`src/rtl/distance_to_note_if.sv`:
```
// rtl/distance_to_note_if.sv - sample-in / note-out signal bundle for distance_to_note
interface distance_to_note_if;
  logic [8:0] distance_in;
  logic       valid;
  logic [4:0] note;
  logic       gate;
  logic       note_valid;

  modport master (output distance_in, valid, input note, gate, note_valid);
  modport slave  (input distance_in, valid, output note, gate, note_valid);
endinterface

```
`src/rtl/distance_to_note.sv`:
```
// rtl/distance_to_note.sv - median-of-3 filtered distance to note/gate quantizer
// Optional feature: DIST_NOTE_HYST_EN enables note-change hysteresis.
module distance_to_note #(
  parameter int MIN_IN         = 6,
  parameter int INCH_SHIFT     = 1,
  parameter int NUM_NOTES      = 24,
  parameter int HYST_IN        = 1,
  parameter int TIMEOUT_CYCLES = 15_000_000
) (
  input  logic            clk,
  input  logic            rst_n,
  distance_to_note_if.slave dn
);

  localparam logic [9:0]  LO      = 10'(MIN_IN);
  localparam logic [9:0]  HI      = 10'(MIN_IN + (NUM_NOTES << INCH_SHIFT));
  localparam logic [9:0]  HY      = 10'(HYST_IN);
  localparam logic [23:0] TO_LAST = 24'(TIMEOUT_CYCLES - 1);

  logic [8:0]  hist0, hist1, hist2;
  logic [1:0]  fill;
  logic [23:0] idle_cnt;
  logic        s0_v, s1_v;
  logic [8:0]  med_q;
  logic [4:0]  note_q;
  logic        gate_q, nv_q;

  logic        timeout_fire;
  logic [8:0]  lo_ab, hi_ab, med_c;
  logic [9:0]  med10, idx10, band_lo, band_hi;
  logic [4:0]  idx;
  logic        in_range, accept;

  // Fires once, on the edge where the idle counter reaches TIMEOUT_CYCLES
  assign timeout_fire = !dn.valid && (idle_cnt == TO_LAST);

  always_comb begin
    lo_ab = (hist0 < hist1) ? hist0 : hist1;
    hi_ab = (hist0 < hist1) ? hist1 : hist0;
    med_c = (hi_ab < hist2) ? hi_ab : ((lo_ab > hist2) ? lo_ab : hist2);
  end

  always_comb begin
    med10    = {1'b0, med_q};
    in_range = (med10 >= LO) && (med10 < HI);
    idx10    = (med10 - LO) >> INCH_SHIFT;
    idx      = idx10[4:0];
    band_lo  = LO + ({5'd0, note_q} << INCH_SHIFT);
    band_hi  = band_lo + (10'd1 << INCH_SHIFT) - 10'd1;
`ifdef DIST_NOTE_HYST_EN
    accept   = !gate_q || ((idx != note_q) &&
               ((med10 + HY < band_lo) || (med10 > band_hi + HY)));
`else
    accept   = (!gate_q || (idx != note_q)) && (HYST_IN >= 0);
`endif
  end

  // Stage 0: history, fill count, idle counter
  always_ff @(posedge clk) begin
    if (!rst_n) begin
      hist0    <= '0;
      hist1    <= '0;
      hist2    <= '0;
      fill     <= '0;
      idle_cnt <= '0;
      s0_v     <= 1'b0;
    end else begin
      s0_v <= dn.valid;
      if (dn.valid) begin
        hist2    <= hist1;
        hist1    <= hist0;
        hist0    <= dn.distance_in;
        fill     <= (fill == 2'd3) ? 2'd3 : fill + 2'd1;
        idle_cnt <= '0;
      end else begin
        if (idle_cnt != 24'hFF_FFFF)
          idle_cnt <= idle_cnt + 24'd1;
        if (timeout_fire)
          fill <= '0;
      end
    end
  end

  // Stage 1: registered median
  always_ff @(posedge clk) begin
    if (!rst_n) begin
      s1_v  <= 1'b0;
      med_q <= '0;
    end else begin
      s1_v  <= s0_v && (fill == 2'd3);
      med_q <= med_c;
    end
  end

  // Stage 2: decision; a stage-2 decision takes precedence over a timeout
  always_ff @(posedge clk) begin
    if (!rst_n) begin
      note_q <= '0;
      gate_q <= 1'b0;
      nv_q   <= 1'b0;
    end else begin
      nv_q <= 1'b0;
      if (s1_v) begin
        if (!in_range) begin
          gate_q <= 1'b0;
          nv_q   <= gate_q;
        end else if (accept) begin
          note_q <= idx;
          gate_q <= 1'b1;
          nv_q   <= 1'b1;
        end
      end else if (timeout_fire) begin
        gate_q <= 1'b0;
        nv_q   <= gate_q;
      end
    end
  end

  assign dn.note       = note_q;
  assign dn.gate       = gate_q;
  assign dn.note_valid = nv_q;

endmodule

```
`src/flat_wrapper.sv`:
```
// flat-port wrapper written by rule: the top's interface ports become plain ports
module distance_to_note_flat 
#(
  parameter int MIN_IN         = 6,
  parameter int INCH_SHIFT     = 1,
  parameter int NUM_NOTES      = 24,
  parameter int HYST_IN        = 1,
  parameter int TIMEOUT_CYCLES = 15_000_000
)
  (clk, rst_n, dn_distance_in, dn_valid, dn_note, dn_gate, dn_note_valid);
  distance_to_note_if dn_i ();
  input  logic clk;
  input  logic rst_n;
  input wire logic [$bits(dn_i.distance_in)-1:0] dn_distance_in;
  input wire logic [$bits(dn_i.valid)-1:0] dn_valid;
  output wire logic [$bits(dn_i.note)-1:0] dn_note;
  output wire logic [$bits(dn_i.gate)-1:0] dn_gate;
  output wire logic [$bits(dn_i.note_valid)-1:0] dn_note_valid;
  assign dn_i.distance_in = dn_distance_in;
  assign dn_i.valid = dn_valid;
  assign dn_note = dn_i.note;
  assign dn_gate = dn_i.gate;
  assign dn_note_valid = dn_i.note_valid;
  distance_to_note #(.MIN_IN(MIN_IN), .INCH_SHIFT(INCH_SHIFT), .NUM_NOTES(NUM_NOTES), .HYST_IN(HYST_IN), .TIMEOUT_CYCLES(TIMEOUT_CYCLES)) u_core (.clk(clk), .rst_n(rst_n), .dn(dn_i));
endmodule
```
`config.mk`:
```
export PLATFORM = sky130hd
export DESIGN_NAME = distance_to_note_flat
export DESIGN_NICKNAME = d
export VERILOG_FILES = /design/src/rtl/distance_to_note_if.sv /design/src/rtl/distance_to_note.sv /design/src/flat_wrapper.sv
export SDC_FILE = /design/constraint.sdc
export NUM_CORES = 1
export LEC_CHECK = 0
export BUFFER_PORTS_ARGS = -buffer_cell sky130_fd_sc_hd__buf_4
export CAP_MARGIN = 0
export CORE_MARGIN = 1.5
export CORE_UTILIZATION = 29
export CTS_BUF_LIST = sky130_fd_sc_hd__clkbuf_8
export DETAILED_ROUTE_END_ITERATION = 6
export PLACE_DENSITY_LB_ADDON = 0.2
export SLEW_MARGIN = 5
export SYNTH_ARGS = -nofsm -noshare
export SYNTH_HDL_FRONTEND = slang
export SYNTH_SLANG_ARGS = --single-unit
export TNS_END_PERCENT = 50
```
`constraint.sdc`:
```
create_clock -name clk -period 7.5 [get_ports clk]
set_input_delay 1.5 -clock clk [delete_from_list [all_inputs] [get_ports clk]]
set_output_delay 1.5 -clock clk [all_outputs]
set_load 0.02 [all_outputs]
```
* Word-level counts from Yosys, hierarchy flattened
Index checks and enable logic that the tools add are counted.
** Word-level totals
- Bits in read-only memories :: 0
- Word-level logic and storage cells :: 51
- Latch bits :: 0
- Memory bits (writable) :: 0
- Flip-flop bits (word level) :: 71
- Memories kept :: 0
- Output and inout port bits :: 7
** Cells by class
- Divide/modulo/power cells :: 0
- Bitwise operators :: 1
- Magnitude comparators :: 5
- Multipliers :: 0
- Reductions and logical operators :: 11
- Multiplexer cells :: 15
- Equal/unequal tests :: 5
- $add $sub $neg :: 3
- Shift-type cells :: 0
** Operator list (count)
- 9-bit 2-to-1 mux :: 4
- 24-bit by 1-bit adder with 24-bit output, second input constant :: 1
- 24-bit equality test, second input constant :: 1
- 24-bit != test, second input constant :: 1
- 9-bit < comparator :: 2
- 9-bit by 3-bit greater-or-equal comparator with 1-bit output, second input constant :: 1
- 9-bit > comparator :: 1
- 9-bit by 6-bit < comparator with 1-bit output, second input constant :: 1
- 1-bit 2-to-1 mux :: 8
- 2-bit 2-to-1 mux :: 3
- 6-bit by 3-bit subtractor with 6-bit output, second input constant :: 1
- 5-bit != test :: 1
- 2-bit nonzero test :: 2
- 1-bit logical AND :: 3
- 3-bit != test, second input constant :: 1
- 3-bit AND reduction :: 1
- 2-bit by 1-bit adder with 2-bit output, second input constant :: 1
- 2-bit equality test, second input constant :: 1
- 1-bit zero test :: 2
- 2-bit AND reduction :: 1
- 2-bit OR reduction :: 1
- 1-bit logical OR :: 1
- 1-bit NOT :: 1

* Depth between registers and ports, before layout
Gate-level depths: netlist (run 1).
- Word-level depth :: 6
- Depth in mapped cells :: 16
- Depth with buffers taken out :: 13

* Worst setup path before layout (run 1)
Ideal clock, no wire load.
- Path kind :: reg2reg
- Start :: register u_core.hist1[8]
- End :: register u_core.med_q[1]
- Path buffers :: 3
- Slack :: 4.112 ns
- Setup time :: 0.072 ns
- Data arrival time :: 3.316 ns
- Stages on the path, launching flop included :: 17
- Cell sequence :: dfxtp_1 > inv_1 > ha_1 > a21oi_1 > o21ai_0 > a211oi_2 > buf_4 > buf_6 > mux2_2 > ha_1 > a21o_1 > a21o_1 > a2111oi_0 > o21ai_0 > a31oi_1 > buf_4 > mux2i_1
** On the way
- Cells in the longest elaborated chain, start to end :: 5
- Elaborated cells on any way between the ends :: 7
- Classes of those cells :: 3 x order compare; 4 x mux
** RTL lines
- start, declared :: RTL line distance_to_note.sv:20 : logic [8:0] hist0, hist1, hist2;
- start signal, assigned :: RTL line distance_to_note.sv:71 : hist1 <= hist0;
- 9-bit < comparator :: RTL line distance_to_note.sv:38, distance_to_note.sv:39
- 9-bit 2-to-1 mux :: RTL line distance_to_note.sv:38 : lo_ab = (hist0 < hist1) ? hist0 : hist1;
- 9-bit > comparator :: RTL line distance_to_note.sv:40 : med_c = (hi_ab < hist2) ? hi_ab : ((lo_ab > hist2) ? lo_ab : hist2);
- 9-bit 2-to-1 mux :: RTL line distance_to_note.sv:40
- 9-bit 2-to-1 mux (*) :: RTL line distance_to_note.sv:40
- end signal, assigned :: RTL line distance_to_note.sv:91 : med_q <= med_c;
- end, declared :: RTL line distance_to_note.sv:24 : logic [8:0] med_q;
Mark *: on every way between the ends. The rest lies on a longest branch, timed or not.
A chain may end at the register's enable or synchronous reset.

* Final worst setup path (run 1)
- Start :: register u_core.hist1[2]
- End :: register u_core.med_q[5]
The elaborated chain is that of the path after synthesis.

==> reports/metrics.csv, run 1 <==
metric,value,unit
ys_seq_elements,70,
rows,41,
io_buffer_count,18,
cts_hold_buf,0,
cts_resized,0,
synthDistinctLibCells,52,
max_stage_delay,820,ps
initial_core_util,30.1,%
path_class,reg2reg,
antenna_found_initial,0,
grt_max_degree,42,
slew_viol_final,0,
worst_slew_pin_slew,1100,ps
post_cts_buffers,0,
antenna_left,0,
cts_max_path_buffers,2,
grt.busiest_layer,met2,
timing.rr.start,u_core.hist1[2]$_SDFFE_PN0P_,
dp_hpwl,5910,um
p_leak,1.76,nW
syn_nets,463,
wl_per_cell,13.2,um
n_fill_cell,1356,
hold_viol,0,
grt-ovfl-total,0,
ys_async_sr_fraction,0,%
use_met1,15.7,%
grt.total_usage,12.5,%
hold_start,u_core.dn.note[2]$_SDFFE_PN0P_,
fin_nets,476,
grt_pass1_wl,14000,um
required,7770,ps
rsz0062_at_grt,no,
cp_slowest_cell,a31oi_1,
synth_edf_count,0,
fin_skew,11.3,ps
maxCapViolCount,0,
place.gp.congestion,0.866,
met3_usage,4.25,%
grt_pass1_vias,2888,
root_buffer,clkbuf_8,
status,"complete, no violations",
dieArea,14000,um^2
hold_class,reg2reg,
fmax,215,MHz
cts_tree,built,
synthCells,424,
drt_iter0_markers,138,
syn2layout_area_growth,13.5,%
start_kind,flip-flop,
wirelength,8090,um
startpoint,u_core.hist1[2]$_SDFFE_PN0P_,
first_pass_iters,4,
vias,2925,
cts-buffers-inserted,9,
cts.clk_slew.worst_paths,80,ps
grt_use_met2,20.3,%
n_antenna_cell,0,
ys_seq_area_share,36.3,%
syn_area,3860,um^2
critPathCaptureType,flip-flop,
cp.arrival,4920,ps
p_per_area,221,nW/um^2
fp.dieW,118,um
max_slew_margin,26.2,%
cts.sinks,70,
syn_area_per_cell,9.11,um^2
drc,0,
ios,19,
setup_viol,0,
ir_drop,0.000112,V
placed_cell_area,4140,um^2
fin_tns_setup,0,ps
min_period_over_period,62.1,%
post-route-cell-area,4390,um^2
clk_latency,360,ps
yosys_warnings,0,
finalCriticalPeriod,4650,ps
core-area,12800,um^2
h-tree-depth,3,
drive_above_1_share,15.4,%
ys.flop_type,dfxtp_1,
path_max_fanout,11,
die_h,118,um
crit_chain,inv_1 > ha_1 > a21oi_1 > o21ai_1 > a211oi_2 > buf_4 > mux2_2 > ha_1 > a21o_1 > a21o_1 > a2111oi_0 > o21ai_0 > a31oi_1 > mux2i_1,
avgViaCountPerCell,4.76,
## metal layers
layer / part of all wire (%) / up-vias
li1: - / 1518
met4: 0.98 / 0
met3: 3.2 / 7
met1: 49 / 1365
met5: 0 / -
met2: 47 / 35
## worst paths after layout
kind,depth (start not counted),slack (ps),endpoint
worst max-delay path,14,2850,u_core.med_q[5]$_SDFF_PN0_
worst min-delay path,2,480,u_core.dn.note[2]$_SDFFE_PN0P_
worst max register to register,14,2850,u_core.med_q[5]$_SDFF_PN0_
worst min register to register,2,480,u_core.dn.note[2]$_SDFFE_PN0P_
## sequential cells by signal (all words and copies together), names as in the netlist
name and cells:
u_core.idle_cnt 24, u_core.dn.note_valid 1, u_core.hist2 9, u_core.s0_v 1, u_core.hist1 9, u_core.fill 2
u_core.s1_v 1, u_core.dn.note 5, u_core.med_q 8, u_core.dn.gate 1, u_core.hist0 9
## synth_stat cells (all sizes together), types with 7 or more instances
cell,number,area share [%]
a21oi,14,1.8
a31oi,13,2.5
buf,8,1.2
clkbuf,10,0.97
dfxtp,70,36
ha,27,8.7
inv,19,1.8
mux2,16,4.7
mux2i,38,9.8
nand2,26,2.6
nand3,15,1.9
nand4,13,2.5
nor2,63,6.1
o21ai,12,1.6
xnor2,7,1.6
xor2,22,5.0
## cells in the final DEF (no fill, tap or decap), drive strengths merged, types with 14 or more instances in the layout
master	instances
dfxtp	70
nor2	63
buf	20
xor2	22
mux2	16
nand2	26
inv	19
mux2i	38
ha	27
a21oi	14
nand3	15
## worst max-delay path: cells and delay by family (launching register included)
family	cells	cell delay (ps)
AOI/OAI and AO/OA	8	2540
adders and majority gates	2	600
buffers and inverters	2	370
DFF	1	390
muxes	2	660
## area by class of cell
cell class | instances | area, um^2 | share of cell area (%)
sequential | 70 | 1400 | 32.0
clock buffer | 12 | 165 | 3.77
inverter | 20 | 75.1 | 1.71
tap | 172 | 215 | 4.91
timing repair buffer | 20 | 150 | 3.42
clock inverter | 4 | 77.6 | 1.77
multi-input combinational | 316 | 2300 | 52.5
## through the flow
stage,power (W),setup WS [ps],utilization [%],instances,hold WS [ps]
6_report,0.000968,2850,34.2,614,485
3_5_place_dp,0.000615,2840,32.3,598,479
2_1_floorplan,0.000581,4110,-,424,451
4_1_cts,0.000983,2850,34.2,614,492
5_1_grt,0.00103,2390,34.2,614,510
3_3_place_gp,0.000613,3020,32.3,598,470
## power breakdown
group	leakage [nW]	switching [W]	internal (W)
clock network	0.123	0.000146	0.000216
logic	1.07	0.000108	0.0000907
registers	0.569	0.0000165	0.000391
## cell families (layout without fill, tap and decap cells)
kind of cell | Yosys count | count (layout) | share of synthesized area (%)
simple gates | 152 | 152 | 20.1
buf+inv | 38 | 56 | 4.15
fa+ha+maj | 27 | 27 | 8.75
flops | 70 | 70 | 36.3
compound gates | 54 | 54 | 9.59
mux | 54 | 54 | 14.5
xor+xnor | 29 | 29 | 6.58
(Power assumes the default switching activity.)
==> run 2: changes to the inputs <==
==> constraint.sdc (replaced) <==
create_clock -name clk -period 4.63 [get_ports clk]
set_input_delay 0.926 -clock clk [delete_from_list [all_inputs] [get_ports clk]]
set_output_delay 0.926 -clock clk [all_outputs]
set_load 0.02 [all_outputs]
==> run 2 against run 1 <==
  * Combinational power increased by 66%
  * Global-route usage fell by 0.25 points
  * Die area unchanged
  * Final area down 0.11%
==> reports/metrics.csv, run 2 (synthesis results as in run 1) <==
metric,value,unit,change
status,"complete, no violations",,unchanged
cp_slowest_cell,a211oi_2,,was a31oi_1
cts_resized,0,,unchanged
start_kind,flip-flop,,unchanged
slew_viol_final,0,,unchanged
cts_hold_buf,0,,unchanged
first_pass_iters,4,,unchanged
layout.cells.most_common_list,"70 x dfxtp_1, 63 x nor2_1, 38 x mux2i_1",,unchanged
cts-buffers-inserted,9,,unchanged
drt_iter0_markers,156,,was 138
multi_input_area,2300,um^2,unchanged
crit_chain,inv_1 > ha_1 > a21oi_1 > o21ai_1 > a211oi_2 > buf_4 > mux2_2 > ha_1 > and4_1 > a31oi_1 > clkinv_1 > and2_0 > o21ai_0 > mux2i_1,,was inv_1 > ha_1 > a21oi_1 > o21ai_1 > a211oi_2 > buf_4 > mux2_2 > ha_1 > a21o_1 > a21o_1 > a2111oi_0 > o21ai_0 > a31oi_1 > mux2i_1
cts.sinks,70,,unchanged
drive_above_1_share,15.3,%,was 15.4%
setup_viol,0,,unchanged
n_antenna_cell,0,,unchanged
grt_pass1_vias,2815,,was 2888
cts.clk_slew.worst_paths,70,ps,was 80 ps
rsz0062_at_grt,no,,unchanged
finalCriticalPeriod,4000,ps,was 4650 ps
n_fill_cell,1365,,was 1356
path_class,reg2reg,,unchanged
place.gp.congestion,0.855,,was 0.866
critPathCaptureType,flip-flop,,unchanged
layout_commonest_cell,dfxtp_1,,unchanged
core-area,12800,um^2,unchanged
maxCapViolCount,0,,unchanged
grt_max_degree,42,,unchanged
dieArea,14000,um^2,unchanged
hold_viol,0,,unchanged
fmax,250,MHz,was 215 MHz
wl_per_cell,13.2,um,about the same
grt_pass1_wl,13700,um,was 14000 um
fin_nets,478,,was 476
ir_drop,0.000209,V,was 0.000112 V
max_slew_margin,37.8,%,was 26.2%
cts_tree,built,,unchanged
fin_tns_setup,0,ps,unchanged
crit_buf_inv,3,,was 2
grt-ovfl-total,0,,unchanged
worst_slew_pin_slew,933,ps,was 1100 ps
h-tree-depth,3,,unchanged
cpMostUsedCell,ha_1,,
largest_reg_flops,24,,unchanged
drc,0,,unchanged
antenna_found_initial,0,,unchanged
root_buffer,clkbuf_8,,unchanged
wirelength,8100,um,was 8090 um
cts_max_path_buffers,2,,unchanged
dp_cells,600,,was 598
path_delay_family,compound AO/OA/AOI/OAI gates,,unchanged
ios,19,,unchanged
syn2layout_area_growth,13.4,%,was 13.5%
fin_skew,7.80,ps,was 11.3 ps
io_buffer_count,18,,unchanged
hold_class,reg2reg,,unchanged
layoutNonFillerInstCount,615,,was 614
vias,2890,,was 2925
initial_core_util,30.1,%,unchanged
rows,41,,unchanged
p_per_area,353,nW/um^2,was 221 nW/um^2
regArea,1400,um^2,unchanged
die_h,118,um,unchanged
p_leak,1.76,nW,about the same
avgViaCountPerCell,4.70,,was 4.76
max_flop_register,u_core.idle_cnt,,unchanged
max_stage_delay,590,ps,was 820 ps
path_max_fanout,11,,unchanged
clk_latency,350,ps,was 360 ps
min_period_over_period,86.4,%,was 62.1%
fp.dieW,118,um,unchanged
dp_hpwl,5870,um,was 5910 um
grt.total_usage,12.2,%,was 12.5%
required,4860,ps,was 7770 ps
cp.arrival,4240,ps,was 4920 ps
post_cts_buffers,0,,unchanged
antenna_left,0,,unchanged
==> run 2: cell types whose count changed in the layout (fill, tap and decap cells not counted) <==
cell,delta
clkinvlp_4,+1
inv_1,+1
clkbuf_8,-1
clkinv_4,-2
buf_4,+2
==> run 2: power by group <==
part           internal, W  switching, W
clock network     0.000328      0.000224
logic             0.000155      0.000176
registers         0.000634     0.0000284
total              0.00112      0.000428
==> run 2: layer usage <==
layer	vias to the layer above	global-route usage [%]	share of wire, %
met3	9	4.20	3.8
met2	38	20.0	46
met5	-	0	0
li1	1524	-	-
met4	0	3.24	1.3
met1	1319	15.4	49
==> run 2: final cells by class <==
| class | count | area share (%) |
|---|---|---|
| Timing Repair Buffer | 22 | 3.77 |
| Inverter | 20 | 1.71 |
| Multi-Input combinational cell | 316 | 52.5 |
| Clock inverter | 4 | 1.63 |
| Sequential cell | 70 | 32.0 |
| Clock buffer | 11 | 3.46 |
| Tap cell | 172 | 4.91 |
==> run 2: worst min-delay path, stage by stage, from the launching register on <==
cell and delay, ps:
dfxtp_1 330, nand2_1 60, a21oi_1 50
==> run 2: path summary, 6_finish.rpt <==
check                                 start                              to  slack [ps]  cells after the start
min          u_core.dn.note[3]$_SDFFE_PN0P_  u_core.dn.note[3]$_SDFFE_PN0P_         480                      2
max            u_core.hist1[2]$_SDFFE_PN0P_      u_core.med_q[4]$_SDFF_PN0_         630                     14
min reg2reg  u_core.dn.note[3]$_SDFFE_PN0P_  u_core.dn.note[3]$_SDFFE_PN0P_         480                      2
max reg2reg    u_core.hist1[2]$_SDFFE_PN0P_      u_core.med_q[4]$_SDFF_PN0_         630                     14
==> run 2: stage by stage <==
stage	instance area, um^2	power, W	utilization (%)	hold WS, ps	setup WS [ps]
final	4380	0.00154	34.2	483	628
after global routing	4380	0.00164	34.2	509	301
after CTS	4380	0.00157	34.2	487	628
after detailed placement	4160	0.00100	32.4	476	658
after global placement	4160	0.00100	32.4	472	753
after floorplan	3860	0.000941	-	451	1240
==> run 3: changes to the inputs <==
--- a/config.mk
+++ b/config.mk
@@ -9,7 +9,6 @@
 export CAP_MARGIN = 0
 export CORE_MARGIN = 1.5
 export CORE_UTILIZATION = 29
-export CTS_BUF_LIST = sky130_fd_sc_hd__clkbuf_8
 export DETAILED_ROUTE_END_ITERATION = 6
 export PLACE_DENSITY_LB_ADDON = 0.2
 export SLEW_MARGIN = 5
==> run 3 against run 2 <==
  * Clock power grew 35%
  * Sequential share of layout area fell by 0.72 points
  * Via count rose by 0.31%
  * Sequential power barely moved
  * Clock-buffer cell count grew 1
  * Non-clock buffer count is the same
  * Register-to-register slack barely moved
  * Global-route usage barely moved
  * Wire length barely moved
  * Flip-flop and latch count did not move
  * Largest cell class unchanged
  * Largest power group is now clock
  * Highest routed layer unchanged
==> reports/metrics.csv, run 3 (synthesis results as in run 1) <==
metric,value,unit,change
hold_class,reg2reg,,unchanged
timing.rr.start,u_core.hist1[2]$_SDFFE_PN0P_,,unchanged
hold_start,u_core.dn.note[3]$_SDFFE_PN0P_,,unchanged
fin_skew,6.50,ps,was 7.80 ps
ios,19,,unchanged
cts.clk_slew.worst_paths,60,ps,was 70 ps
fin_nets,478,,unchanged
dieArea,14000,um^2,unchanged
intPower,0.00129,W,was 0.00112 W
first_pass_iters,4,,unchanged
layout.cells.most_common_list,"70 x dfxtp_1, 63 x nor2_1, 38 x mux2i_1",,unchanged
clk_latency,330,ps,was 350 ps
n_antenna_cell,0,,unchanged
post_cts_buffers,0,,unchanged
drc,0,,unchanged
die_h,118,um,unchanged
cp.arrival,4210,ps,was 4240 ps
cts_tree,built,,unchanged
dp_hpwl,5870,um,unchanged
min_path_cells,2,,unchanged
reg2regPathDepth,14,,unchanged
grt_pass1_vias,2810,,was 2815
switching_power,0.000449,W,was 0.000428 W
min_period_over_period,86.4,%,about the same
clkPwrFrac,42.8,%,was 35.7%
syn2layout_area_growth,16.0,%,was 13.4%
r2r-end,u_core.med_q[4]$_SDFF_PN0_,,unchanged
setup_viol,0,,unchanged
ir_drop,0.000248,V,was 0.000209 V
p_per_area,387,nW/um^2,was 353 nW/um^2
fmax,250,MHz,about the same
status,"complete, no violations",,unchanged
hold-path-endpoint,u_core.dn.note[3]$_SDFFE_PN0P_,,unchanged
cts.sinks,70,,unchanged
pwr-share-seq,38.2,%,was 42.9%
hold_viol,0,,unchanged
start_kind,flip-flop,,unchanged
p_comb_share,19.0,%,was 21.4%
maxCapViolCount,0,,unchanged
required,4840,ps,was 4860 ps
power_switching_share,25.8,%,was 27.7%
largest_reg_flops,24,,unchanged
h-tree-depth,3,,unchanged
cts-buffers-inserted,9,,unchanged
dp_cells,600,,unchanged
initial_core_util,30.1,%,unchanged
io_buffer_count,18,,unchanged
grt.total_usage,12.3,%,was 12.2%
rsz0062_at_grt,no,,unchanged
vias,2899,,was 2890
wirelength,8100,um,about the same
layoutNonFillerInstCount,615,,unchanged
grt_max_degree,42,,unchanged
drive_above_1_share,15.3,%,unchanged
fp.dieW,118,um,unchanged
layout_commonest_cell,dfxtp_1,,unchanged
cts_hold_buf,0,,unchanged
avgViaCountPerCell,4.71,,was 4.70
root_buffer,clkbuf_16,,was clkbuf_8
p_leak,1.80,nW,was 1.76 nW
max_slew_margin,37.7,%,was 37.8%
grt_pass1_wl,13700,um,about the same
antenna_left,0,,unchanged
core-area,12800,um^2,unchanged
regToRegSetupSlack,630,ps,about the same
antenna_found_initial,0,,unchanged
critPathCaptureType,flip-flop,,unchanged
finalPower,0.00174,W,was 0.00154 W
rows,41,,unchanged
cts_resized,0,,unchanged
max_flop_register,u_core.idle_cnt,,unchanged
path_class,reg2reg,,unchanged
slew_viol_final,0,,unchanged
grt-ovfl-total,0,,unchanged
final_util,34.9,%,was 34.2%
worst_slew_pin_slew,934,ps,was 933 ps
fin_tns_setup,0,ps,unchanged
finalCriticalPeriod,4000,ps,about the same
drt_iter0_markers,137,,was 156
path_max_fanout,11,,unchanged
cts_max_path_buffers,2,,unchanged
place.gp.congestion,0.855,,unchanged
wl_per_cell,13.2,um,about the same
==> run 3: cell count changes in the layout (fill, tap and decap cells not counted) <==
cell / change
clkbuf_16: +9
clkbuf_8: -9
inv_1: -1
clkbuf_1: +1
==> run 3: power by group through the flow <==
stage	Combinational (W)	Clock, W	Sequential [W]
floorplan	0.000273	0	0.000667
global placement	0.000325	0	0.000676
detailed placement	0.000328	0	0.000677
CTS	0.000332	0.000767	0.000663
global route	0.000372	0.000792	0.000669
finish	0.000330	0.000743	0.000663
==> run 3: layout make-up <==
type	count	area [um^2]
clock inverter	3	67.6
tap	172	215
clock buffer	12	256
multi-input combinational	316	2300
sequential	70	1400
inverter	20	75.1
fill	1349	8340
timing repair buffer	22	165
==> run 3: how the worst max path moves through the flow <==
stage | end | from
4_1_cts | u_core.med_q[4]$_SDFF_PN0_ | u_core.hist1[2]$_SDFFE_PN0P_
3_3_place_gp | u_core.med_q[5]$_SDFF_PN0_ | u_core.hist1[2]$_SDFFE_PN0P_
2_1_floorplan | u_core.med_q[1]$_SDFF_PN0_ | u_core.hist1[8]$_SDFFE_PN0P_
5_1_grt | u_core.med_q[7]$_SDFF_PN0_ | u_core.hist1[2]$_SDFFE_PN0P_
3_5_place_dp | u_core.med_q[4]$_SDFF_PN0_ | u_core.hist1[2]$_SDFFE_PN0P_
6_report | u_core.med_q[4]$_SDFF_PN0_ | u_core.hist1[2]$_SDFFE_PN0P_
==> run 3: critical path, cell delays in order, from the launching register on <==
cell and delay (ps):
dfxtp_1 390, inv_1 60, ha_1 300, a21oi_1 140
o21ai_1 110, a211oi_2 590, buf_4 310, mux2_2 380
ha_1 320, and4_1 220, a31oi_1 180, clkinv_1 230
and2_0 340, o21ai_0 210, mux2i_1 90
==> run 3: metrics by stage <==
| step | hold slack (ps) | setup slack, ps | cell area [um^2] |
|---|---|---|---|
| floorplan | 451 | 1240 | 3860 |
| global placement | 472 | 753 | 4160 |
| detailed placement | 476 | 658 | 4160 |
| CTS | 485 | 634 | 4480 |
| global route | 506 | 308 | 4480 |
| finish | 481 | 632 | 4480 |
==> run 3: layer usage <==
| metal | vias to the layer above | routed length [um] | part of all wire [%] | track usage [%] |
|---|---|---|---|---|
| li1 | 1525 | - | - | - |
| met1 | 1325 | 3950 | 49 | 15.4 |
| met2 | 41 | 3740 | 46 | 20.0 |
| met3 | 8 | 303 | 3.7 | 3.91 |
| met4 | 0 | 98 | 1.2 | 3.69 |
| met5 | - | 0 | 0 | 0 |
